$ cat config.mk
export PLATFORM = sky130hd
export DESIGN_NAME = seven_seg_scan_driver_flat
export DESIGN_NICKNAME = d
export VERILOG_FILES = /design/src/rtl/seg7_pkg.sv /design/src/rtl/seven_seg_scan_driver_if.sv /design/src/rtl/seven_seg_scan_driver_hex_to_seg7.sv /design/src/rtl/seven_seg_scan_driver.sv /design/src/flat_wrapper.sv
export SDC_FILE = /design/constraint.sdc
export NUM_CORES = 1
export LEC_CHECK = 0
export BUFFER_PORTS_ARGS = -buffer_cell sky130_fd_sc_hd__buf_2
export CELL_PAD_IN_SITES_DETAIL_PLACEMENT = 0
export CELL_PAD_IN_SITES_GLOBAL_PLACEMENT = 1
export CORE_ASPECT_RATIO = 0.8
export CORE_MARGIN = 2
export CORE_UTILIZATION = 30
export CTS_BUF_LIST = sky130_fd_sc_hd__clkbuf_8
export CTS_CLUSTER_DIAMETER = 150
export DETAILED_ROUTE_END_ITERATION = 8
export GPL_ROUTABILITY_DRIVEN = 0
export PLACE_DENSITY_LB_ADDON = 0.1
export RECOVER_POWER = 25
export SYNTH_ARGS = -nofsm -noshare
export SYNTH_HDL_FRONTEND = slang
export SYNTH_SLANG_ARGS = --single-unit
$ cat constraint.sdc
create_clock -name clk -period 5.8 [get_ports clk]
set_input_delay 1.16 -clock clk [delete_from_list [all_inputs] [get_ports clk]]
set_output_delay 1.16 -clock clk [all_outputs]
set_load 0.01 [all_outputs]
$ cat src/rtl/seg7_pkg.sv
`default_nettype none
// ============================================================================
//  Module   : seg7_pkg
//  Purpose  : Shared 7-segment definitions: segment bit positions within the
//             {a,b,c,d,e,f,g} bus, the hex-to-segment table (active-high) and
//             an encode helper.
//  Ports    : none (package)
//  Revision : 1.0  initial release
// ============================================================================
package seg7_pkg;

  // Bit positions of each segment in the 7-bit bus; a is the MSB.
  localparam int SEG_A = 6;
  localparam int SEG_B = 5;
  localparam int SEG_C = 4;
  localparam int SEG_D = 3;
  localparam int SEG_E = 2;
  localparam int SEG_F = 1;
  localparam int SEG_G = 0;

  // Active-high segment patterns for hex digits 0..F, ordered {a..g}.
  localparam logic [6:0] SEG7_TABLE [16] = '{
    7'b1111110, 7'b0110000, 7'b1101101, 7'b1111001,
    7'b0110011, 7'b1011011, 7'b1011111, 7'b1110000,
    7'b1111111, 7'b1111011, 7'b1110111, 7'b0011111,
    7'b1001110, 7'b0111101, 7'b1001111, 7'b1000111
  };

  function automatic logic [6:0] seg7_encode(input logic [3:0] nibble);
    return SEG7_TABLE[nibble];
  endfunction

endpackage : seg7_pkg
`default_nettype wire

$ cat src/rtl/seven_seg_scan_driver_if.sv
`default_nettype none
// ============================================================================
//  Module   : seven_seg_scan_driver_if
//  Purpose  : Bundle between the datapath and the scanning display driver.
//  Signals  : load       - one-cycle strobe capturing digits_in/dp_in
//             digits_in  - 4*NUM_DIGITS hex values, digit 0 rightmost
//             dp_in      - decimal point per digit
//             blank_lz   - suppress leading zeros
//             seg        - segments {a..g}
//             dp         - decimal point of the scanned digit
//             an         - digit anode enables
//             frame_done - pulse on the last cycle of the last digit slot
//  Modports : master (value source / display sink), slave (driver)
//  Revision : 1.0  initial release
// ============================================================================
interface seven_seg_scan_driver_if #(
  parameter int NUM_DIGITS = 4
);
  logic                      load;
  logic [4*NUM_DIGITS-1:0]   digits_in;
  logic [NUM_DIGITS-1:0]     dp_in;
  logic                      blank_lz;
  logic [6:0]                seg;
  logic                      dp;
  logic [NUM_DIGITS-1:0]     an;
  logic                      frame_done;

  modport master (
    output load, digits_in, dp_in, blank_lz,
    input  seg, dp, an, frame_done
  );

  modport slave (
    input  load, digits_in, dp_in, blank_lz,
    output seg, dp, an, frame_done
  );
endinterface : seven_seg_scan_driver_if
`default_nettype wire

$ cat src/rtl/seven_seg_scan_driver_hex_to_seg7.sv
`default_nettype none
// ============================================================================
//  Module   : hex_to_seg7
//  Purpose  : Combinational nibble to 7-segment decoder (active-high).
//  Ports    : nibble_i [3:0] - hex value
//             seg_o    [6:0] - segments {a,b,c,d,e,f,g}, a = bit 6
//  Revision : 1.0  initial release
// ============================================================================
module hex_to_seg7
  import seg7_pkg::*;
(
  input  logic [3:0] nibble_i,
  output logic [6:0] seg_o
);

  logic [6:0] enc;

  assign enc = seg7_encode(nibble_i);

  // Pin the output to the board's {a..g} order through the named positions,
  // so a change in table bit layout cannot silently reorder the pins.
  assign seg_o = {enc[SEG_A], enc[SEG_B], enc[SEG_C], enc[SEG_D],
                  enc[SEG_E], enc[SEG_F], enc[SEG_G]};

endmodule : hex_to_seg7
`default_nettype wire

$ cat src/rtl/seven_seg_scan_driver.sv
`default_nettype none
// ============================================================================
//  Module   : seven_seg_scan_driver
//  Purpose  : Time-multiplexed N-digit hex 7-segment driver with refresh
//             scanning, anti-ghost blanking, optional leading-zero
//             suppression and frame-synchronous (tear-free) value updates.
//  Ports    : clk  - system clock
//             rst  - synchronous reset, active-high
//             bus  - seven_seg_scan_driver_if.slave (load, digits_in, dp_in,
//                    blank_lz in; seg, dp, an, frame_done out)
//  Revision : 1.0  initial release
// ============================================================================
module seven_seg_scan_driver
  import seg7_pkg::*;
#(
  parameter int NUM_DIGITS     = 4,
  parameter int REFRESH_DIV    = 100000,
  parameter int GHOST_CYCLES   = 16,
  parameter bit SEG_ACTIVE_LOW = 1'b1,
  parameter bit AN_ACTIVE_LOW  = 1'b1
) (
  input  logic                     clk,
  input  logic                     rst,
  seven_seg_scan_driver_if.slave   bus
);

  localparam int DIV_W = (REFRESH_DIV > 1) ? $clog2(REFRESH_DIV) : 1;
  localparam int IDX_W = (NUM_DIGITS > 1) ? $clog2(NUM_DIGITS) : 1;

  localparam logic [DIV_W-1:0]      DIV_LAST  = DIV_W'(REFRESH_DIV - 1);
  localparam logic [IDX_W-1:0]      IDX_LAST  = IDX_W'(NUM_DIGITS - 1);
  localparam logic [DIV_W-1:0]      GHOST_END = DIV_W'(GHOST_CYCLES);
  localparam logic [6:0]            SEG_OFF   = {7{SEG_ACTIVE_LOW}};
  localparam logic                  DP_OFF    = SEG_ACTIVE_LOW;
  localparam logic [NUM_DIGITS-1:0] AN_OFF    = {NUM_DIGITS{AN_ACTIVE_LOW}};

  // ---------------------------------------------------------------- state
  logic [DIV_W-1:0]        div_q, div_d;
  logic [IDX_W-1:0]        idx_q, idx_d;
  logic [4*NUM_DIGITS-1:0] pend_dig_q, disp_dig_q;
  logic [NUM_DIGITS-1:0]   pend_dp_q,  disp_dp_q;
  logic [6:0]              seg_q, seg_d;
  logic                    dp_q, dp_d;
  logic [NUM_DIGITS-1:0]   an_q, an_d;
  logic                    frame_done_q;

  logic                    slot_end;
  logic                    frame_end;

  // ------------------------------------------------------ divider / scanner
  always_comb begin
    slot_end  = (div_q == DIV_LAST);
    frame_end = slot_end && (idx_q == IDX_LAST);
    div_d     = slot_end ? '0 : div_q + DIV_W'(1);
    idx_d     = idx_q;
    if (slot_end) begin
      idx_d = (idx_q == IDX_LAST) ? '0 : idx_q + IDX_W'(1);
    end
  end

  // ------------------------------------------------ leading-zero detection
  // lz_mask[k] = 1 when display digits NUM_DIGITS-1..k are all zero; digit 0
  // is never a leading zero so its bit is tied low.
  logic [NUM_DIGITS-1:0] lz_mask;

  for (genvar k = 0; k < NUM_DIGITS; k++) begin : g_lz
    if (k == 0) begin : g_lz_units
      assign lz_mask[k] = 1'b0;
    end else if (k == NUM_DIGITS - 1) begin : g_lz_top
      assign lz_mask[k] = (disp_dig_q[4*k +: 4] == 4'h0);
    end else begin : g_lz_mid
      assign lz_mask[k] = lz_mask[k+1] && (disp_dig_q[4*k +: 4] == 4'h0);
    end
  end

  // ------------------------------------------------------ digit mux/decode
  logic [3:0] cur_nib;
  logic [6:0] cur_seg;
  logic       cur_blank;

  assign cur_nib   = disp_dig_q[{idx_q, 2'b00} +: 4];
  assign cur_blank = bus.blank_lz && lz_mask[idx_q];

  hex_to_seg7 u_dec (
    .nibble_i (cur_nib),
    .seg_o    (cur_seg)
  );

  // ------------------------------------------------- next output values
  always_comb begin
    an_d = '0;
    for (int k = 0; k < NUM_DIGITS; k++) begin
      an_d[k] = (idx_q == IDX_W'(k));
    end
    if (AN_ACTIVE_LOW) begin
      an_d = ~an_d;
    end
    // Anodes stay off at the start of each slot so the previous digit's
    // segment pattern cannot bleed onto the newly selected digit.
    if (div_q < GHOST_END) begin
      an_d = AN_OFF;
    end

    if (cur_blank) begin
      seg_d = SEG_OFF;
    end else begin
      seg_d = SEG_ACTIVE_LOW ? ~cur_seg : cur_seg;
    end
    dp_d = SEG_ACTIVE_LOW ? ~disp_dp_q[idx_q] : disp_dp_q[idx_q];
  end

  // ------------------------------------------------------------ registers
  always_ff @(posedge clk) begin
    if (rst) begin
      div_q        <= '0;
      idx_q        <= '0;
      pend_dig_q   <= '0;
      pend_dp_q    <= '0;
      disp_dig_q   <= '0;
      disp_dp_q    <= '0;
      seg_q        <= SEG_OFF;
      dp_q         <= DP_OFF;
      an_q         <= AN_OFF;
      frame_done_q <= 1'b0;
    end else begin
      div_q <= div_d;
      idx_q <= idx_d;

      if (bus.load) begin
        pend_dig_q <= bus.digits_in;
        pend_dp_q  <= bus.dp_in;
      end

      // Display only changes at the frame boundary; a load on that very
      // cycle bypasses the pending register so it is not a frame late.
      if (frame_end) begin
        disp_dig_q <= bus.load ? bus.digits_in : pend_dig_q;
        disp_dp_q  <= bus.load ? bus.dp_in     : pend_dp_q;
      end

      seg_q <= seg_d;
      dp_q  <= dp_d;
      an_q  <= an_d;

      // Registered from the next state so the pulse coincides with the
      // last cycle of the last slot, i.e. the cycle on which a load commits
      // straight to the display.
      frame_done_q <= (div_d == DIV_LAST) && (idx_d == IDX_LAST);
    end
  end

  assign bus.seg        = seg_q;
  assign bus.dp         = dp_q;
  assign bus.an         = an_q;
  assign bus.frame_done = frame_done_q;

endmodule : seven_seg_scan_driver
`default_nettype wire

$ cat src/flat_wrapper.sv
// flat-port wrapper written by rule: the top's interface ports become plain ports
module seven_seg_scan_driver_flat import seg7_pkg::*;
#(
  parameter int NUM_DIGITS     = 4,
  parameter int REFRESH_DIV    = 100000,
  parameter int GHOST_CYCLES   = 16,
  parameter bit SEG_ACTIVE_LOW = 1'b1,
  parameter bit AN_ACTIVE_LOW  = 1'b1
)
  (clk, rst, bus_load, bus_digits_in, bus_dp_in, bus_blank_lz, bus_seg, bus_dp, bus_an, bus_frame_done);
  seven_seg_scan_driver_if #(.NUM_DIGITS(NUM_DIGITS)) bus_i ();
  input  logic clk;
  input  logic rst;
  input wire logic [$bits(bus_i.load)-1:0] bus_load;
  input wire logic [$bits(bus_i.digits_in)-1:0] bus_digits_in;
  input wire logic [$bits(bus_i.dp_in)-1:0] bus_dp_in;
  input wire logic [$bits(bus_i.blank_lz)-1:0] bus_blank_lz;
  output wire logic [$bits(bus_i.seg)-1:0] bus_seg;
  output wire logic [$bits(bus_i.dp)-1:0] bus_dp;
  output wire logic [$bits(bus_i.an)-1:0] bus_an;
  output wire logic [$bits(bus_i.frame_done)-1:0] bus_frame_done;
  assign bus_i.load = bus_load;
  assign bus_i.digits_in = bus_digits_in;
  assign bus_i.dp_in = bus_dp_in;
  assign bus_i.blank_lz = bus_blank_lz;
  assign bus_seg = bus_i.seg;
  assign bus_dp = bus_i.dp;
  assign bus_an = bus_i.an;
  assign bus_frame_done = bus_i.frame_done;
  seven_seg_scan_driver #(.NUM_DIGITS(NUM_DIGITS), .REFRESH_DIV(REFRESH_DIV), .GHOST_CYCLES(GHOST_CYCLES), .SEG_ACTIVE_LOW(SEG_ACTIVE_LOW), .AN_ACTIVE_LOW(AN_ACTIVE_LOW)) u_core (.clk(clk), .rst(rst), .bus(bus_i));
endmodule
=== Yosys cells after proc, flatten, opt, wreduce, memory -nomap -nowiden ===
Memory sizes are Yosys's and may differ from the RTL's.
Cells that the tools add are included.

* $add $sub $neg: 2
* $lt $le $gt $ge: 3
* Equality and inequality tests: 6
* Shifts and indexed selects: 1
* Mux-type cells: 11
* Bitwise logic cells: 4
* Reduce and logical (&&, ||, !) cells: 11

{| class="wikitable"
|+ Operators with widths
! kind !! count
|-
| $eq A17 B17 Y1 const B || 2
|-
| $add A17 B1 Y17 const B || 1
|-
| $lt A17 B5 Y1 const B || 1
|-
| $mux W17 || 1
|-
| $mux W16 || 1
|-
| $shiftx A16 B5 Y4 || 1
|-
| $mux W7 || 2
|-
| $logic_not A4 Y1 || 3
|-
| $not A7 Y7 || 1
|-
| $eq A2 B2 Y1 const B || 3
|-
| $ge A5 B5 Y1 const B || 1
|-
| $logic_and A1 B1 Y1 || 5
|-
| $not A4 Y5 || 1
|-
| $bmux W1 S2 || 2
|-
| $mux W2 || 2
|-
| $mux W4 || 1
|-
| $not A4 Y4 || 1
|-
| $reduce_or A2 Y1 || 2
|-
| $lt A2 B3 Y1 const B || 1
|-
| $add A2 B1 Y2 const B || 1
|-
| $eq A2 B1 Y1 const B || 1
|-
| $logic_not A2 Y1 || 1
|-
| $mux W1 || 2
|-
| $not A1 Y1 || 1
|}

* Flip-flop bits (word level): 72
* ROM bits: 112
* Output and inout bits: 13
* Word-level logic and storage cells: 49
* Memories: 1

{| class="wikitable"
|+ Memory list
! name !! words !! width !! read ports !! clocked after Yosys merged registers in !! wr ports !! line !! RTL
|-
| (no name shown) || 16 || 7 || 1 || 0 || 0 || seg7_pkg.sv:30 || <nowiki>return SEG7_TABLE[nibble];</nowiki>
|}

=== Longest topological paths before layout ===
* Depth after elaboration: 7
* Gate-level depth with buffers: 8
* Mapped depth without buffers: 7

=== Hierarchy ===
A second synthesis with hierarchy kept.

* Cell total of the unflattened synthesis: 339
* Area, all modules: 3427.0 um2

{| class="wikitable"
|+ By module, submodules not included
! module !! times used !! cells an instance !! area an instance (um2)
|-
| seven_seg_scan_driver || 1 || 306 || 3139.3
|-
| hex_to_seg7 || 1 || 33 || 287.8
|}

=== Least setup slack after synthesis ===
Ideal clock, no wire load.

* Path type: register -> register
* Start: register u_core.idx_q[0]
* End: register u_core.seg_q[3] (netlist: u_core.bus.seg[3])
* Setup time: 0.131 ns
* Data arrival time: 1.981 ns
* Path slack: 3.687 ns
* Stages on the path, launching flop included: 8
* Clock period less this slack: 2.113 ns
* Path through: dfxtp_1 -> buf_2 -> mux4_2 -> inv_1 -> ha_1 -> inv_1 -> mux4_2 -> nand2b_1

* Word-level cells in the longest chain between the ends: 6
* Elaborated cells on any way between the ends: 10
* Classes of those cells: 1 x shift; 4 x mux; 2 x bitwise; 2 x reduce/logical; 1 x memory

{| class="wikitable"
|+ Ends and longest elaborated chain
! item !! line !! RTL
|-
| from (decl) || seven_seg_scan_driver.sv:39 || <nowiki>logic [IDX_W-1:0] idx_q, idx_d;</nowiki>
|-
| from (signal assigned) || seven_seg_scan_driver.sv:127 || <nowiki>idx_q <= idx_d;</nowiki>
|-
| $shiftx A16 B5 Y4 || seven_seg_scan_driver.sv:81 || <nowiki>assign cur_nib = disp_dig_q[{idx_q, 2'b00} +: 4];</nowiki>
|-
| $not A4 Y5 (implied by the code) || seg7_pkg.sv:30 ||
|-
| $mem_v2 Z16 W7 || n/a ||
|-
| $mux W7 (implied by the code) (2 in a row) || seg7_pkg.sv:30 ||
|-
| $not A7 Y7 || seven_seg_scan_driver.sv:107 || <nowiki>seg_d = SEG_ACTIVE_LOW ? ~cur_seg : cur_seg;</nowiki>
|-
| to (signal assigned) || seven_seg_scan_driver.sv:141 || <nowiki>seg_q <= seg_d;</nowiki>
|-
| to (decl) || seven_seg_scan_driver.sv:42 || <nowiki>logic [6:0] seg_q, seg_d;</nowiki>
|}

Several ways; a longest one is shown, not always the timed one. The select of a mux whose other input is x is not followed.
A chain may end at the register's enable or synchronous reset.

==> summary.txt <==
STA
  – Worst slew margin: -46.7%
  – Setup TNS: 0 ps
  – Unrepaired setup endpoints after global routing: false
  – Final period utilization: 55.8%
  – Worst path setup slack after routing: 2560 ps
  – Clock Skew: 5.12 ps
  – Transition time at the pin with the least slew margin: 2200 ps
  – Final hold violation count: 0
  – Min cycle time layout: 3240 ps
  – Highest clock rate: 0.309 GHz
  – Count of final max-slew check failures: 52
  – # setup viols final: 0

Die
  – Number of top-level design ports: 37
  – Die Outline Area: 11500 sq um
  – Die span in y: 96.2 um
  – CORE AREA: 10300 sq um
  – X dimension of the die: 119 um
  – Starting Density: 31.0%
  – Placement row count: 33

Clock tree
  – Clock sinks: 72
  – Buffers from clock root to sink, at most: 2
  – Post-cts repair resize count: 0
  – Clock tree from TritonCTS: built
  – Number of buffers added for setup after CTS: 0
  – Root buf cell: sky130_fd_sc_hd__clkbuf_8
  – Clk slew on worst S/H paths: 70 ps
  – Number of buffers created by CTS: 9
  – Clock latency on the worst-skew pair: 340 ps
  – Deepest level of the CTS H-tree: 3
  – Hold-fix buffer count after cts: 0

Global route
  – Pin count of the biggest net entering global routing: 52
  – Overall global routing resource usage: 13.6%
  – Initial antenna violation count: 0
  – Global route total overflow: 0
  – Number of global-route vias before repair: 2308
  – First-pass GRT wire length: 11.8 mm

Worst hold path
  – Hold WC Path Type: reg -> reg
  – Startpoint of the most critical hold path: u_core.disp_dp_q[3]

Synthesis
  – Largest cells by area after synthesis: sky130_fd_sc_hd__dfxtp_1 (45%), sky130_fd_sc_hd__nand2_1 (7.2%), sky130_fd_sc_hd__mux2_2 (7.1%)
  – Register bit count reported by yosys: 72
  – Post-synthesis instance area: 3190 sq um
  – Synth area leader: sky130_fd_sc_hd__dfxtp_1
  – Synthesis warning total: 0
  – Most used flip-flop cell after synthesis: sky130_fd_sc_hd__dfxtp_1
  – Mean Syn Cell Area: 9.19 sq um
  – Number of different library cells in the post-synthesis netlist: 38
  – Cell count after synthesis: 347
  – Fraction of synthesized cell area taken by the top area cell type: 45.2%
  – Commonest cells in the synthesized netlist: sky130_fd_sc_hd__dfxtp_1 (72), sky130_fd_sc_hd__nand2_1 (61), sky130_fd_sc_hd__nor2_1 (25), sky130_fd_sc_hd__a21oi_1 (24), sky130_fd_sc_hd__nor2b_1 (22)
  – Number of nets produced by synthesis: 381
  – Sequential cell area fraction in the yosys report: 45.2%
  – Most frequent cell after synthesis: sky130_fd_sc_hd__dfxtp_1
  – Number of enable-type register cells in the synthesized netlist: 0
  – Async set or reset register ratio after synthesis: 0%

Placement
  – Placed cell count: 503
  – Quantity of I/O buffers inserted on ports: 36
  – Dpl hpwl: 4.90 mm
  – Setup WS pre-CTS: 3100 ps

Worst setup path
  – Arrival time worst endpoint: 3480 ps
  – Longest individual stage delay on the worst path: 1540 ps
  – Series of cell instances along the critical path: clkbuf_1 > or2_2 > nor4_1 > and4_1
  – Required time worst endpoint: 6040 ps
  – CP Buf/Inv Count: 1
  – Gate family responsible for the most delay along the worst path: buffers and inverters
  – Nature of the critical path startpoint: primary input
  – Reg-to-reg setup timing slack: 3430 ps
  – Biggest fanout along the worst timing path: 51
  – CP max stage cell: sky130_fd_sc_hd__clkbuf_1
  – Worst setup EP type: flip-flop
  – RR Startpoint: u_core.idx_q[0]
  – Critical Path Start: rst
  – Classification of the worst setup path: in -> reg

Routing
  – Routed met2 length: 2.65 mm
  – Average detailed-routed wire length per instance: 13.7 um
  – Routed Wire Length: 7.11 mm
  – Top routing layer used: met4
  – Drc violations: 0
  – Number of detailed-routing iterations run before antenna repair: 4
  – Detailed-route wire length on metal 1: 4.00 mm
  – Vias per Instance: 4.54
  – Amount of wire on met3 after detailed routing: 365 um
  – Via total after detailed routing: 2355
  – Starting DRC count in detailed routing: 102
  – Antenna-violating nets left: 0

Power
  – VDD IR max: 0.134 mV
  – Clock share of power: 43.1%
  – Total power density per cell area: 268 nW/um^2
  – Cell-internal power: 774 uW
  – Switching part of the total: 21.1%
  – Combinational power share: 5.0%
  – Leakage power total: 1.30 nW
  – Sw Pwr: 207 uW
  – Reg power frac: 52.0%

Layout
  – Synthesis-to-finish area growth: 14.9%
  – Number of cells in the finished layout apart from fillers: 519
  – Inserted Diodes: 0
  – Register cell area after layout: 1440 sq um
  – Area of the multi-input gates: 1620 sq um
  – Ratio of cells with drive above 1 in the final layout: 20.1%
  – Number of fillers in the final layout: 1077
  – Layout Nets: 408

Job
  – Max-cap check violation count: 1

Outcome
  – Run status: finished, violations left
  – Violated checks: max-capacitance violations, max-slew violations
[layout by cell type, fill, tap and decap left out, types with 2 or more instances in the layout]
cell type                  synthesis  final
sky130_fd_sc_hd__nor2b_1          22     22
sky130_fd_sc_hd__xor2_1            9      9
sky130_fd_sc_hd__clkbuf_1         14      8
sky130_fd_sc_hd__ha_1             10     10
sky130_fd_sc_hd__buf_2             5     28
sky130_fd_sc_hd__nand2b_1          3      3
sky130_fd_sc_hd__nand3_1           9      9
sky130_fd_sc_hd__nor4_1            8      8
sky130_fd_sc_hd__nor3_1            5      5
sky130_fd_sc_hd__o211ai_1          5      5
sky130_fd_sc_hd__mux4_2            6      6
sky130_fd_sc_hd__o21ai_0           4      4
sky130_fd_sc_hd__inv_1            10     11
sky130_fd_sc_hd__or4_1             2      2
sky130_fd_sc_hd__xnor2_1           6      6
sky130_fd_sc_hd__or2_2             2      2
sky130_fd_sc_hd__nand2_1          61     61
sky130_fd_sc_hd__nor2_1           25     25
sky130_fd_sc_hd__mux2_2           20     20
sky130_fd_sc_hd__a21oi_1          24     24
sky130_fd_sc_hd__a31oi_1           3      3
sky130_fd_sc_hd__clkbuf_8          0     13
sky130_fd_sc_hd__nand4_1           5      5
sky130_fd_sc_hd__o221ai_1          2      2
sky130_fd_sc_hd__mux2i_1           2      2
sky130_fd_sc_hd__dfxtp_1          72     72
[power by group through the flow]
stage	Combinational (mW)	Sequential [mW]	Clock (mW)
floorplan	0.0316	0.522	0
detailed placement	0.0500	0.522	0
global placement	0.0503	0.521	0
CTS	0.0504	0.510	0.445
global route	0.0555	0.511	0.459
finish	0.0486	0.510	0.423
[final cells by class]
class / instances / share of cell area, %
well taps: 140 / 4.78
clock buffers: 13 / 4.88
repair buffers: 36 / 4.64
multi-input cells: 245 / 44.3
flip-flops and latches: 72 / 39.3
clock inverters: 3 / 1.06
inverters: 10 / 1.02
[kinds of logic (layout without fill, tap and decap cells)]
logic type | after synthesis | after routing | synth area share, %
buf+inv | 30 | 62 | 3.96
compound gates | 42 | 42 | 7.73
fa+ha+maj | 10 | 10 | 3.92
flops | 72 | 72 | 45.2
simple gates | 150 | 150 | 23.1
xor+xnor | 15 | 15 | 4.12
mux | 28 | 28 | 11.9
[registers in the layout, indices dropped and copies added, names as in the netlist]
register and count:
u_core.div_q 17, u_core.disp_dig_q 16, u_core.pend_dig_q 16, u_core.bus.seg 7, u_core.bus.an 4, u_core.disp_dp_q 4, u_core.pend_dp_q 4, u_core.idx_q 2
u_core.bus.dp 1, u_core.bus.frame_done 1
[worst min-delay path, cell delays in order (launching register included)]
cell and delay (ps):
sky130_fd_sc_hd__dfxtp_1 310, sky130_fd_sc_hd__nand2_1 50, sky130_fd_sc_hd__a21oi_1 50
[stage by stage]
step                instance area [sq um]  utilization [%]  hold slack, ps  total power [mW]
detailed placement                   3460             33.6             450             0.572
CTS                                  3670             35.7             460              1.01
global route                         3660             35.6             477              1.03
finish                               3660             35.6             453             0.981
floorplan                            3190                -             429             0.553
global placement                     3460             33.6             442             0.571
[worst paths after layout]
| path | to | cells after the start |
|---|---|---|
| max | u_core.bus.frame_done | 4 |
| max reg2reg | u_core.bus.seg[3] | 6 |
| min reg2reg | u_core.disp_dp_q[3] | 2 |
| min | u_core.disp_dp_q[3] | 2 |
[metal layers]
layer | vias up | GRT usage (%)
li1 | 1242 | -
met1 | 1063 | 19.5
met2 | 41 | 18.2
met3 | 9 | 4.80
met4 | 0 | 5.26
met5 | - | 0
No activity file was read; power rests on OpenSTA's default activity.
